**config.mk**
```make
export PLATFORM = sky130hd
export DESIGN_NAME = seq_divider_flat
export DESIGN_NICKNAME = d
export VERILOG_FILES = /design/src/rtl/seq_divider_if.sv /design/src/rtl/seq_divider.sv /design/src/flat_wrapper.sv
export SDC_FILE = /design/constraint.sdc
export NUM_CORES = 1
export LEC_CHECK = 0
export ABC_AREA = 1
export CORE_ASPECT_RATIO = 0.75
export CORE_MARGIN = 5
export CORE_UTILIZATION = 49
export CTS_CLUSTER_SIZE = 14
export DETAILED_ROUTE_END_ITERATION = 10
export PLACE_DENSITY = 0.67
export SYNTH_ARGS = -nofsm -noshare
export SYNTH_HDL_FRONTEND = slang
export SYNTH_SLANG_ARGS = --single-unit
```
**constraint.sdc**
```tcl
create_clock -name clk -period 6.2 [get_ports clk]
set_clock_uncertainty 0.05 [all_clocks]
set_input_delay 1.24 -clock clk [delete_from_list [all_inputs] [get_ports clk]]
set_output_delay 1.24 -clock clk [all_outputs]
set_load 0.01 [all_outputs]
```
**src/rtl/seq_divider_if.sv**
```systemverilog
// Divider request/result bundle.
//   master: drives Start, Signed, a, b; observes Busy, Done and the held results.
//   slave : the divider side.
interface seq_divider_if #(
  parameter int unsigned WIDTH = 32
);
  logic             Start;
  logic             Signed;
  logic [WIDTH-1:0] a;
  logic [WIDTH-1:0] b;
  logic             Busy;
  logic             Done;
  logic [WIDTH-1:0] Quotient;
  logic [WIDTH-1:0] Remainder;
  logic [3:0]       ALUFlags;
  logic             DivByZero;

  modport master (
    output Start, Signed, a, b,
    input  Busy, Done, Quotient, Remainder, ALUFlags, DivByZero
  );

  modport slave (
    input  Start, Signed, a, b,
    output Busy, Done, Quotient, Remainder, ALUFlags, DivByZero
  );
endinterface

```
**src/rtl/seq_divider.sv**
```systemverilog
// Iterative restoring divider, one quotient bit per cycle, fixed WIDTH-cycle latency.
//   clk   : rising-edge clock
//   reset : synchronous, active-high; discards any operation in flight
//   bus   : seq_divider_if.slave (Start/Signed/a/b in; Busy/Done/results/flags out)
module seq_divider #(
  parameter int unsigned WIDTH = 32
) (
  input  logic         clk,
  input  logic         reset,
  seq_divider_if.slave bus
);
  localparam int unsigned CW = $clog2(WIDTH + 1);
  localparam logic [WIDTH-1:0] MIN_VAL = {1'b1, {(WIDTH-1){1'b0}}};

  typedef enum logic [1:0] {IDLE, RUN, DONE} state_t;

  state_t           state_q, state_d;
  logic [CW-1:0]    cnt_q, cnt_d;
  logic [WIDTH-1:0] rem_q, rem_d;
  logic [WIDTH-1:0] quo_q, quo_d;
  logic [WIDTH-1:0] div_q, div_d;
  logic [WIDTH-1:0] a_raw_q, a_raw_d;
  logic             neg_q, neg_d;
  logic             sa_q, sa_d;
  logic             ovf_q, ovf_d;
  logic             dbz_q, dbz_d;

  logic             busy_q, busy_d;
  logic             done_q, done_d;
  logic [WIDTH-1:0] quot_q, quot_d;
  logic [WIDTH-1:0] rmd_q, rmd_d;
  logic [3:0]       flags_q, flags_d;
  logic             dbz_out_q, dbz_out_d;

  logic [WIDTH:0]   r_sh;
  logic             ge;
  logic [WIDTH-1:0] q_step, r_step, q_fin, r_fin;

  // State and datapath registers.
  always_ff @(posedge clk) begin
    if (reset) begin
      state_q   <= IDLE;
      cnt_q     <= '0;
      rem_q     <= '0;
      quo_q     <= '0;
      div_q     <= '0;
      a_raw_q   <= '0;
      neg_q     <= 1'b0;
      sa_q      <= 1'b0;
      ovf_q     <= 1'b0;
      dbz_q     <= 1'b0;
      busy_q    <= 1'b0;
      done_q    <= 1'b0;
      quot_q    <= '0;
      rmd_q     <= '0;
      flags_q   <= '0;
      dbz_out_q <= 1'b0;
    end else begin
      state_q   <= state_d;
      cnt_q     <= cnt_d;
      rem_q     <= rem_d;
      quo_q     <= quo_d;
      div_q     <= div_d;
      a_raw_q   <= a_raw_d;
      neg_q     <= neg_d;
      sa_q      <= sa_d;
      ovf_q     <= ovf_d;
      dbz_q     <= dbz_d;
      busy_q    <= busy_d;
      done_q    <= done_d;
      quot_q    <= quot_d;
      rmd_q     <= rmd_d;
      flags_q   <= flags_d;
      dbz_out_q <= dbz_out_d;
    end
  end

  // Next-state, iteration step and result write-back.
  always_comb begin
    state_d   = state_q;
    cnt_d     = cnt_q;
    rem_d     = rem_q;
    quo_d     = quo_q;
    div_d     = div_q;
    a_raw_d   = a_raw_q;
    neg_d     = neg_q;
    sa_d      = sa_q;
    ovf_d     = ovf_q;
    dbz_d     = dbz_q;
    quot_d    = quot_q;
    rmd_d     = rmd_q;
    flags_d   = flags_q;
    dbz_out_d = dbz_out_q;

    // r_sh carries one extra bit so the compare sees the shifted-out MSB.
    r_sh   = {rem_q, quo_q[WIDTH-1]};
    ge     = (r_sh >= {1'b0, div_q});
    r_step = ge ? (r_sh[WIDTH-1:0] - div_q) : r_sh[WIDTH-1:0];
    q_step = {quo_q[WIDTH-2:0], ge};

    // Sign fix-up gives truncating semantics; divide-by-zero overrides everything.
    q_fin = neg_q ? (-q_step) : q_step;
    r_fin = sa_q ? (-r_step) : r_step;
    if (dbz_q) begin
      q_fin = '1;
      r_fin = a_raw_q;
    end

    unique case (state_q)
      IDLE, DONE: begin
        state_d = IDLE;
        if (bus.Start) begin
          state_d = RUN;
          cnt_d   = CW'(WIDTH);
          rem_d   = '0;
          quo_d   = (bus.Signed && bus.a[WIDTH-1]) ? (-bus.a) : bus.a;
          div_d   = (bus.Signed && bus.b[WIDTH-1]) ? (-bus.b) : bus.b;
          a_raw_d = bus.a;
          sa_d    = bus.Signed & bus.a[WIDTH-1];
          neg_d   = bus.Signed & (bus.a[WIDTH-1] ^ bus.b[WIDTH-1]);
          dbz_d   = (bus.b == '0);
          ovf_d   = bus.Signed && (bus.a == MIN_VAL) && (bus.b == '1);
        end
      end
      RUN: begin
        rem_d = r_step;
        quo_d = q_step;
        cnt_d = cnt_q - CW'(1);
        if (cnt_q == CW'(1)) begin
          state_d   = DONE;
          quot_d    = q_fin;
          rmd_d     = r_fin;
          flags_d   = {q_fin[WIDTH-1], (q_fin == '0), 1'b0, ovf_q & ~dbz_q};
          dbz_out_d = dbz_q;
        end
      end
      default: state_d = IDLE;
    endcase

    busy_d = (state_d == RUN);
    done_d = (state_d == DONE);
  end

  assign bus.Busy      = busy_q;
  assign bus.Done      = done_q;
  assign bus.Quotient  = quot_q;
  assign bus.Remainder = rmd_q;
  assign bus.ALUFlags  = flags_q;
  assign bus.DivByZero = dbz_out_q;
endmodule

```
**src/flat_wrapper.sv**
```systemverilog
// flat-port wrapper written by rule: the top's interface ports become plain ports
module seq_divider_flat 
#(
  parameter int unsigned WIDTH = 32
)
  (clk, reset, bus_Start, bus_Signed, bus_a, bus_b, bus_Busy, bus_Done, bus_Quotient, bus_Remainder, bus_ALUFlags, bus_DivByZero);
  seq_divider_if #(.WIDTH(WIDTH)) bus_i ();
  input  logic clk;
  input  logic reset;
  input wire logic [$bits(bus_i.Start)-1:0] bus_Start;
  input wire logic [$bits(bus_i.Signed)-1:0] bus_Signed;
  input wire logic [$bits(bus_i.a)-1:0] bus_a;
  input wire logic [$bits(bus_i.b)-1:0] bus_b;
  output wire logic [$bits(bus_i.Busy)-1:0] bus_Busy;
  output wire logic [$bits(bus_i.Done)-1:0] bus_Done;
  output wire logic [$bits(bus_i.Quotient)-1:0] bus_Quotient;
  output wire logic [$bits(bus_i.Remainder)-1:0] bus_Remainder;
  output wire logic [$bits(bus_i.ALUFlags)-1:0] bus_ALUFlags;
  output wire logic [$bits(bus_i.DivByZero)-1:0] bus_DivByZero;
  assign bus_i.Start = bus_Start;
  assign bus_i.Signed = bus_Signed;
  assign bus_i.a = bus_a;
  assign bus_i.b = bus_b;
  assign bus_Busy = bus_i.Busy;
  assign bus_Done = bus_i.Done;
  assign bus_Quotient = bus_i.Quotient;
  assign bus_Remainder = bus_i.Remainder;
  assign bus_ALUFlags = bus_i.ALUFlags;
  assign bus_DivByZero = bus_i.DivByZero;
  seq_divider #(.WIDTH(WIDTH)) u_core (.clk(clk), .reset(reset), .bus(bus_i));
endmodule
```
Word level (Yosys, flattened, before mapping)
Cells that the tools add are included.

word-level totals
  register bits after elaboration = 210
  input bits = 68
  output and inout bits = 71
  word-level logic and storage cells = 64

operators by class
  add/sub/neg operators = 6
  order comparisons = 1
  eq/ne operators = 8
  muxes and demuxes = 16
  bitwise operators = 5
  reduce and logical (&&, ||, !) cells = 12

operator list
  cell                    count
  $mux W32                9
  $neg A32 Y32            4
  $pmux W32 S2            2
  $eq A32 B32 Y1 const B  2
  $logic_not A32 Y1       2
  $ge A33 B32 Y1          1
  $sub A32 B32 Y32        1
  $pmux W6 S2             1
  $eq A6 B1 Y1 const B    1
  $mux W6                 1
  $reduce_and A2 Y1       3
  $sub A6 B1 Y6 const B   1
  $eq A2 B1 Y1 const B    2
  $eq A2 B2 Y1 const B    2
  $logic_and A1 B1 Y1     4
  $pmux W2 S2             1
  $and A1 B1 Y1           3
  $logic_not A2 Y1        1
  $mux W2                 1
  $ne A2 B2 Y1 const B    1
  $reduce_bool A2 Y1      1
  $reduce_or A2 Y1        1
  $mux W1                 1
  $not A1 Y1              1
  $xor A1 B1 Y1           1

Depth between registers and ports, before layout
Gate-level depths: netlist (run 1).

  word-level depth = 5
  depth in mapped cells = 28

Worst setup path after synthesis (run 1)
Ideal clock, no wire load.

  path type = register to register
  start point = register u_core.div_q[3]
  end point = register u_core.flags_q[2], in the netlist u_core.bus.ALUFlags[2]
  setup time = 70 ps
  arrival time = 3410 ps
  required time = 6080 ps
  slack = 2669 ps
  stages on the path, launching flop included = 28
  path buffers = 1
  period minus slack after synthesis = 3531 ps
  cells stage by stage = dfxtp_1 > inv_1 > ha_1 > nand2_1 > inv_2 > nand2_1 > nand2_1 > nand2_1 > nand3_2 > nand2_2 > nand2_4 > a21oi_4 > buf_4 > ha_1 > nand3_1 > nor2_1 > nand3_1 > o21ai_1 > nand3_1 > a21oi_1 > o21ai_1 > nor2_1 > nand3_1 > nor2_1 > nand4_1 > nor3_2 > nand3_1 > a21oi_1

on the way
  longest elaborated chain between the ends = 5

RTL lines
  element                   RTL line            text
  start: declaration        seq_divider.sv:21   logic [WIDTH-1:0] div_q, div_d;
  start signal: assignment  seq_divider.sv:63   div_q <= div_d;
  $ge A33 B32 Y1 (*)        seq_divider.sv:97   ge = (r_sh >= {1'b0, div_q});
  $neg A32 Y32              seq_divider.sv:102  q_fin = neg_q ? (-q_step) : q_step;
  $mux W32 (*)              seq_divider.sv:102
  $mux W32 (*)              seq_divider.sv:104  if (dbz_q) begin
  $logic_not A32 Y1 (*)     seq_divider.sv:133  flags_d = {q_fin[WIDTH-1], (q_fin == '0), 1'b0, ovf_q & ~dbz_q};
  end signal: assignment    seq_divider.sv:73   flags_q <= flags_d;
  end: declaration          seq_divider.sv:32   logic [3:0] flags_q, flags_d;

Every way passes the cells marked *; elsewhere a longest branch is shown, timed or not.
A chain may end at the register's enable or synchronous reset.

Final worst setup path (run 1)
  start point = register u_core.div_q[23]
  end point = register u_core.flags_q[2], in the netlist u_core.bus.ALUFlags[2]

The elaborated chain is that of the path after synthesis.

==> Flow_metrics.wiki, run 1 <==
{| class="wikitable"
! Metric !! Value
|-
| Critical path peak fanout || 24
|-
| Number of standard cells in the layout, taps in and fillers out || between 2000 and 3000
|-
| Cell area after placement || 16400 µm²
|-
| Switching part of the total power || 0.551
|-
| Clock network latency to the later pin of the worst-skew pair || 550 ps
|-
| H-tree lvl count || 1
|-
| Antenna violations before repair || 3
|-
| Number of detailed-routing iterations run before antenna repair || 8
|-
| Cell Rows || 55
|-
| Layout overhead on the synthesized area || 15.5%
|-
| Number of setup buffers added after CTS || 0
|-
| Wire length of the first global-routing pass || 89900 µm
|-
| Min cycle time layout || between 4000 and 5000 ps
|-
| Slew headroom || 0.156
|-
| Post-Synthesis Mean Instance Area || 6.09 µm²
|-
| Psw || 4.98 mW
|-
| Most used DFF post-synth || sky130_fd_sc_hd__dfxtp_1
|-
| Met3 Routed Length || 10100 µm
|-
| Leakage || 8.22 nW
|-
| Share of synthesized area occupied by flip-flops and latches || 0.281
|-
| Worst setup slack for register-to-register paths || 1690 ps
|-
| Number of clock buffers inserted by TritonCTS || 24
|-
| Number of buffer cells added on primary ports || 137
|-
| Final HPWL from detailed placement || 46800 µm
|-
| Count of vias placed by the detailed router || 16800
|-
| Logic gate share of total power || 0.665
|-
| Sequential group share of total power || 0.174
|-
| RSZ-0062 raised after global routing || false
|-
| Total count of hold-check failures in the final report || 0
|-
| Path category of the worst min-delay check || flip-flop to flip-flop
|-
| Length of routed wiring on met1 || 28200 µm
|-
| Number of clock sinks || approximately 210
|-
| Count of buffering cells on the critical path with inverters included || 3
|-
| Count of nets after finishing || 2631
|-
| Cell count after synthesis || 2448
|-
| Final routed DRC violation total || 0
|-
| Number of global-route vias before repair || between 10000 and 15000
|-
| Global placement routability congestion || about 1.0
|-
| Fmax achieved || 0.222 GHz
|-
| Start-to-end type of the worst setup path || flip-flop to flip-flop
|-
| Hold-fix buffer count after cts || 0
|-
| Crit-path leading delay family || simple AND/OR/NAND/NOR gates
|-
| Startpoint kind of the worst setup timing path || flip-flop
|-
| Number of inserted filler cells in the final layout || 3023
|-
| Period utilization || 0.728
|-
| Synth async-reset ratio || 0
|-
| Clock tree from TritonCTS || yes
|-
| Most common cell after layout, fill and taps aside || sky130_fd_sc_hd__nand2_1
|-
| Design internal power || 4.06 mW
|-
| Number of distinct library cells after synthesis || 58
|-
| Number of max-slew violations in the final report || 0
|-
| Final setup fails || 0
|-
| Die Footprint || 34000 µm²
|-
| Worst slack on hold paths || 411 ps
|-
| Total nets after synthesis || 2556
|-
| Core Util, Final || 0.572
|-
| Horizontal die dimension || 211 µm
|-
| IR drop worst, VDD || between 0.4 and 0.5 mV
|-
| Max_cap viols || 0
|-
| Total gr overflow || 0
|-
| Clock network power share || 0.160
|-
| Outcome || completed
|-
| Share of cells above drive strength 1 || 0.0614
|-
| Most frequent cells in the layout || sky130_fd_sc_hd__nand2_1, sky130_fd_sc_hd__inv_1, sky130_fd_sc_hd__nor2_1, sky130_fd_sc_hd__dfxtp_1, sky130_fd_sc_hd__a21oi_1
|-
| Total wire length || 60200 µm
|-
| Residual antenna-violating net count after detailed routing || 0
|-
| Cell count after placement || approximately 2900
|-
| Highest metal layer with signal wires || met5
|-
| Most used cell along the critical path || sky130_fd_sc_hd__nand3_1
|-
| Post-CTS clock slew at the launch and capture registers of the worst setup and hold paths || about 70 ps
|-
| Clk root buf || sky130_fd_sc_hd__clkbuf_16
|-
| Maximum number of pins on one net before global-route repair || 86
|-
| Detailed Route Iter0 Violations || 2170
|-
| Vertical die dimension || 161 µm
|-
| Yosys top cell by area || sky130_fd_sc_hd__dfxtp_1
|-
| Global-route total usage across every layer || 0.339
|-
| Synthesized cell area || 14900 µm²
|-
| Io pins || roughly 140
|-
| Worst Setup End Kind || flip-flop
|-
| Effective utilization at floorplan || 0.495
|-
| Number of warning messages in the yosys log || 0
|-
| Core area || 30100 µm²
|-
| Cells taking the most area after synthesis || sky130_fd_sc_hd__dfxtp_1, sky130_fd_sc_hd__nand2_1, sky130_fd_sc_hd__inv_1
|-
| Standard cell with the maximum stage delay on the critical path || sky130_fd_sc_hd__ha_1
|-
| Biggest cell delay along the critical path || 370 ps
|-
| Slew @ Worst Pin || 1260 ps
|-
| Fraction of post-synthesis cell area in the top cell type by area || 0.281
|-
| Pwr dens || between 500 and 600 nW/µm²
|-
| Flip-flop and latch count after synthesis || between 200 and 250
|-
| WL/cell || 20.5 µm
|-
| Fin area || 17200 µm²
|-
| Met2 WL post-DR || 21100 µm
|-
| Post-route setup TNS || 0 ps
|-
| CP required || 6620 ps
|-
| Via-to-Cell Ratio || 5.71
|-
| Clk buf depth || 3
|-
| Worst EP arrival || 4930 ps
|-
| Number of gates resized after CTS || 0
|-
| Number of enable flip-flop cells after synthesis || 0
|}
[per-layer routing]
metal,global-route usage,up-vias
li1,-,8038
met1,0.530,7779
met2,0.409,887
met3,0.183,67
met4,0.0395,6
met5,0,-
[power by group through the flow]
stage | sequential, mW | combinational (mW) | clock, mW
after floorplan | 1.57 | 4.36 | 0
after global placement | 1.60 | 5.74 | 0
after detailed placement | 1.60 | 5.79 | 0
after CTS | 1.57 | 5.81 | 1.46
after global routing | 1.58 | 6.59 | 1.52
final | 1.57 | 6.01 | 1.45
[cell families after synthesis]
kind of cell	count (synthesis)	share of synthesized area
AOI/OAI and AO/OA	431	0.168
xor gates and xnor gates	47	0.0276
adders and majority gates	40	0.0341
buffers and inverters	462	0.122
DFF	209	0.281
other	1	0.000252
and+or+nand+nor	1258	0.367
[worst min-delay path, delay by kind of cell, from the launching register on]
family / cells / cell delay [ps]
flops: 1 / 300
buf+inv: 1 / 60
compound gates: 1 / 60
[flip-flops by register name, indices dropped and copies added, names as in the netlist]
| signal | cells |
|---|---|
| u_core.a_raw_q | 32 |
| u_core.bus.ALUFlags | 2 |
| u_core.bus.Busy | 1 |
| u_core.bus.DivByZero | 1 |
| u_core.bus.Done | 1 |
| u_core.bus.Quotient | 32 |
| u_core.bus.Remainder | 32 |
| u_core.cnt_q | 6 |
| u_core.dbz_q | 1 |
| u_core.div_q | 32 |
| u_core.neg_q | 1 |
| u_core.ovf_q | 1 |
| u_core.quo_q | 32 |
| u_core.rem_q | 32 |
| u_core.sa_q | 1 |
| u_core.state_q | 2 |
[final timing paths]
| check | endpoint | cells past startpoint | from |
|---|---|---|---|
| max | u_core.bus.ALUFlags[2]$_SDFFE_PP0P_ | 25 | u_core.div_q[23]$_SDFFE_PP0P_ |
| min | u_core.a_raw_q[15]$_SDFFE_PP0P_ | 2 | u_core.a_raw_q[15]$_SDFFE_PP0P_ |
| max reg2reg | u_core.bus.ALUFlags[2]$_SDFFE_PP0P_ | 25 | u_core.div_q[23]$_SDFFE_PP0P_ |
| min reg2reg | u_core.a_raw_q[15]$_SDFFE_PP0P_ | 2 | u_core.a_raw_q[15]$_SDFFE_PP0P_ |
[cell type report]
cell class	instances	area (µm²)	share of cell area
flip-flops and latches	209	4180	0.243
inverters	358	1350	0.0782
well taps	399	499	0.0290
clock buffers	31	647	0.0376
repair buffers	153	1490	0.0865
multi-input cells	1777	8920	0.518
diodes	1	2.50	0.000145
clock inverters	11	131	0.00763
[synthesized netlist by cell type, drive strengths merged (34+ instances only)]
cell type	n
nand2	712
inv	354
nor2	260
dfxtp	209
a21oi	203
nand3	162
o21ai	124
clkbuf	72
nor3	49
ha	39
xor2	35
nand4	34
[per-stage QoR]
step                      power [mW]  setup slack [ps]
after floorplan                 5.92              2670
after global placement          7.34              1830
after detailed placement        7.38              1800
after CTS                       8.84              1820
after global routing            9.69              1230
final                           9.03              1690
Power figures use the tool's default switching activity.
==> run 2, diff against run 1 <==
Clock period 6.2 ns to 4.4 ns, I/O delays scaled along.
==> run 2 against run 1 <==
  * Utilization up 1.1 points
  * Global-route usage down 0.084 points
  * Cell count up 0.75%
  * Non-clock buffer count up 19
  * Fmax up 10%
  * Register-to-register slack worse by 1400 ps
  * Sequential power up 41%
  * Hold slack better by 5.0 ps
  * Largest cell class unchanged
  * Wire length down 0.33%
  * Combinational power up 43%
  * First-iteration DRC count down 0.97%
  * Via count up 1.0%
==> Flow_metrics.wiki, run 2 (same netlist as run 1, synthesis figures left out) <==
{| class="wikitable"
! Metric !! Value
|-
| Outcome || completed
|-
| Total count of hold-check failures in the final report || 0
|-
| Wire length of the first global-routing pass || 89700 µm
|-
| Io pins || 139
|-
| Path category of the worst min-delay check || flip-flop to flip-flop
|-
| Crit-path leading delay family || simple AND/OR/NAND/NOR gates
|-
| Layout overhead on the synthesized area || 17.8%
|-
| Critical-path cell list || inv_1 -> ha_1 -> nand2_2 -> inv_1 -> a21oi_2 -> nand2_1 -> nand2_1 -> nand3_2 -> a21oi_4 -> ha_2 -> nand3_2 -> nor2_2 -> nand3_1 -> xor2_1 -> nand2_1 -> nand3_1 -> nor3_1 -> nand3_1 -> nor2_1 -> nand4_1 -> nor3_2 -> nand3_1 -> a21oi_1
|-
| Pwr dens || 745 nW/µm²
|-
| Horizontal die dimension || between 200 and 250 µm
|-
| Worst Setup End Kind || flip-flop
|-
| Global placement routability congestion || 1.07
|-
| Final critical-path setup slack || 309 ps
|-
| Most used cell along the critical path || sky130_fd_sc_hd__nand3_1
|-
| IR drop worst, VDD || 0.814 mV
|-
| Clk root buf || sky130_fd_sc_hd__clkbuf_16
|-
| Number of detailed-routing iterations run before antenna repair || 8
|-
| Biggest cell delay along the critical path || 400 ps
|-
| H-tree lvl count || 1
|-
| WL/cell || 20.3 µm
|-
| Number of inserted filler cells in the final layout || around 3000
|-
| Effective utilization at floorplan || 0.495
|-
| Count of nets after finishing || 2651
|-
| Most frequent cells in the layout || sky130_fd_sc_hd__nand2_1, sky130_fd_sc_hd__inv_1, sky130_fd_sc_hd__nor2_1, sky130_fd_sc_hd__dfxtp_1, sky130_fd_sc_hd__a21oi_1
|-
| Cell Rows || 55
|-
| Final setup fails || 0
|-
| Post-route setup TNS || 0 ps
|-
| Number of global-route vias before repair || 14900
|-
| Period utilization || 0.930
|-
| Core area || 30100 µm²
|-
| Worst slack on hold paths || about 420 ps
|-
| Post-CTS clock slew at the launch and capture registers of the worst setup and hold paths || 70 ps
|-
| Clk buf depth || 3
|-
| Worst EP arrival || 4510 ps
|-
| Fmax achieved || 0.244 GHz
|-
| Total gr overflow || 0
|-
| Residual antenna-violating net count after detailed routing || 0
|-
| Antenna violations before repair || 1
|-
| Number of clock sinks || 209
|-
| Leakage || 8.40 nW
|-
| Critical path peak fanout || 5
|-
| Clock network latency to the later pin of the worst-skew pair || 550 ps
|-
| Diode count || 0
|-
| CP required || a little under 5000 ps
|-
| RSZ-0062 raised after global routing || false
|-
| Hold-fix buffer count after cts || 0
|-
| Number of clock buffers inserted by TritonCTS || 25
|-
| Die Footprint || around 34000 µm²
|-
| Start-to-end type of the worst setup path || flip-flop to flip-flop
|-
| Total wire length || ~60000 µm
|-
| Startpoint kind of the worst setup timing path || flip-flop
|-
| Number of buffer cells added on primary ports || about 140
|-
| Min cycle time layout || 4090 ps
|-
| Slew @ Worst Pin || slightly below 800 ps
|-
| Maximum number of pins on one net before global-route repair || 130
|-
| Via-to-Cell Ratio || 5.72
|-
| Detailed Route Iter0 Violations || 2149
|-
| Global-route total usage across every layer || 0.338
|-
| Standard cell with the maximum stage delay on the critical path || sky130_fd_sc_hd__ha_1
|-
| Clock tree from TritonCTS || yes
|-
| Final HPWL from detailed placement || around 47000 µm
|-
| Vertical die dimension || between 150 and 200 µm
|-
| Count of vias placed by the detailed router || 16900
|-
| Max_cap viols || 0
|-
| Final routed DRC violation total || 0
|-
| Setup slack at placement || about 190 ps
|-
| Most common cell after layout, fill and taps aside || sky130_fd_sc_hd__nand2_1
|-
| Count of buffering cells on the critical path with inverters included || 2
|-
| Slew headroom || 0.478
|-
| Number of max-slew violations in the final report || 0
|-
| Share of cells above drive strength 1 || 0.0738
|}
## run 2: cell type report
| class | count | area, µm² | share of cell area |
|---|---|---|---|
| Tap cell | 399 | 499 | 0.0284 |
| Timing Repair Buffer | 172 | 1680 | 0.0958 |
| Clock buffer | 31 | 688 | 0.0392 |
| Multi-Input combinational cell | 1777 | 8950 | 0.510 |
| Clock inverter | 15 | 200 | 0.0114 |
| Sequential cell | 209 | 4180 | 0.238 |
| Inverter | 358 | 1350 | 0.0767 |
## run 2: final timing paths
| path | startpoint | slack, ps | end | cells after the start |
|---|---|---|---|---|
| worst min register to register | u_core.a_raw_q[22]$_SDFFE_PP0P_ | 420 | u_core.a_raw_q[22]$_SDFFE_PP0P_ | 2 |
| worst max register to register | u_core.div_q[23]$_SDFFE_PP0P_ | 310 | u_core.bus.ALUFlags[2]$_SDFFE_PP0P_ | 23 |
| worst min-delay path | u_core.a_raw_q[22]$_SDFFE_PP0P_ | 420 | u_core.a_raw_q[22]$_SDFFE_PP0P_ | 2 |
| worst max-delay path | u_core.div_q[23]$_SDFFE_PP0P_ | 310 | u_core.bus.ALUFlags[2]$_SDFFE_PP0P_ | 23 |
## run 2: power by group
part	total [mW]	internal [mW]	switching (mW)	leakage [nW]
sequential	2.21	2.07	0.148	1.71
combinational	8.59	2.59	6.00	6.26
clock	2.27	1.36	0.914	0.437
## run 2: per-stage QoR
step                      power [mW]  cell area, µm²  utilization  instances
after floorplan                 8.35           14900            -       2448
after global placement          10.4           16600        0.553       2915
after detailed placement        10.5           16600        0.553       2915
after CTS                       12.8           17500        0.582       2961
after global routing            14.1           17500        0.584       2961
final                           13.1           17500        0.584       2961
## run 2: routing by layer
metal	GRT usage	wire length, µm	up-vias	part of all wire
li1	-	-	8083	-
met1	0.544	28000	7799	0.47
met2	0.424	21600	981	0.36
met3	0.133	9490	79	0.16
met4	0.0448	910	2	0.015
met5	0	7	-	0.00012
## run 2: worst reg2reg max path, delay by kind of cell, from the launching register on
kind / cells / cell delay (ps)
AND/OR/NAND/NOR: 15 / 2080
XOR/XNOR: 1 / 150
AO/OA/AOI/OAI: 3 / 530
buffers and inverters: 2 / 190
adder cells (fa/ha/maj): 2 / 680
flip-flops: 1 / 350
## run 2: timing repair
action | in CTS | in global routing
resized for setup | 0 | 8
buffers inserted | 0 | 0
endpoints found under the setup margin | 0 | 2
endpoints found under the hold margin | 0 | 0
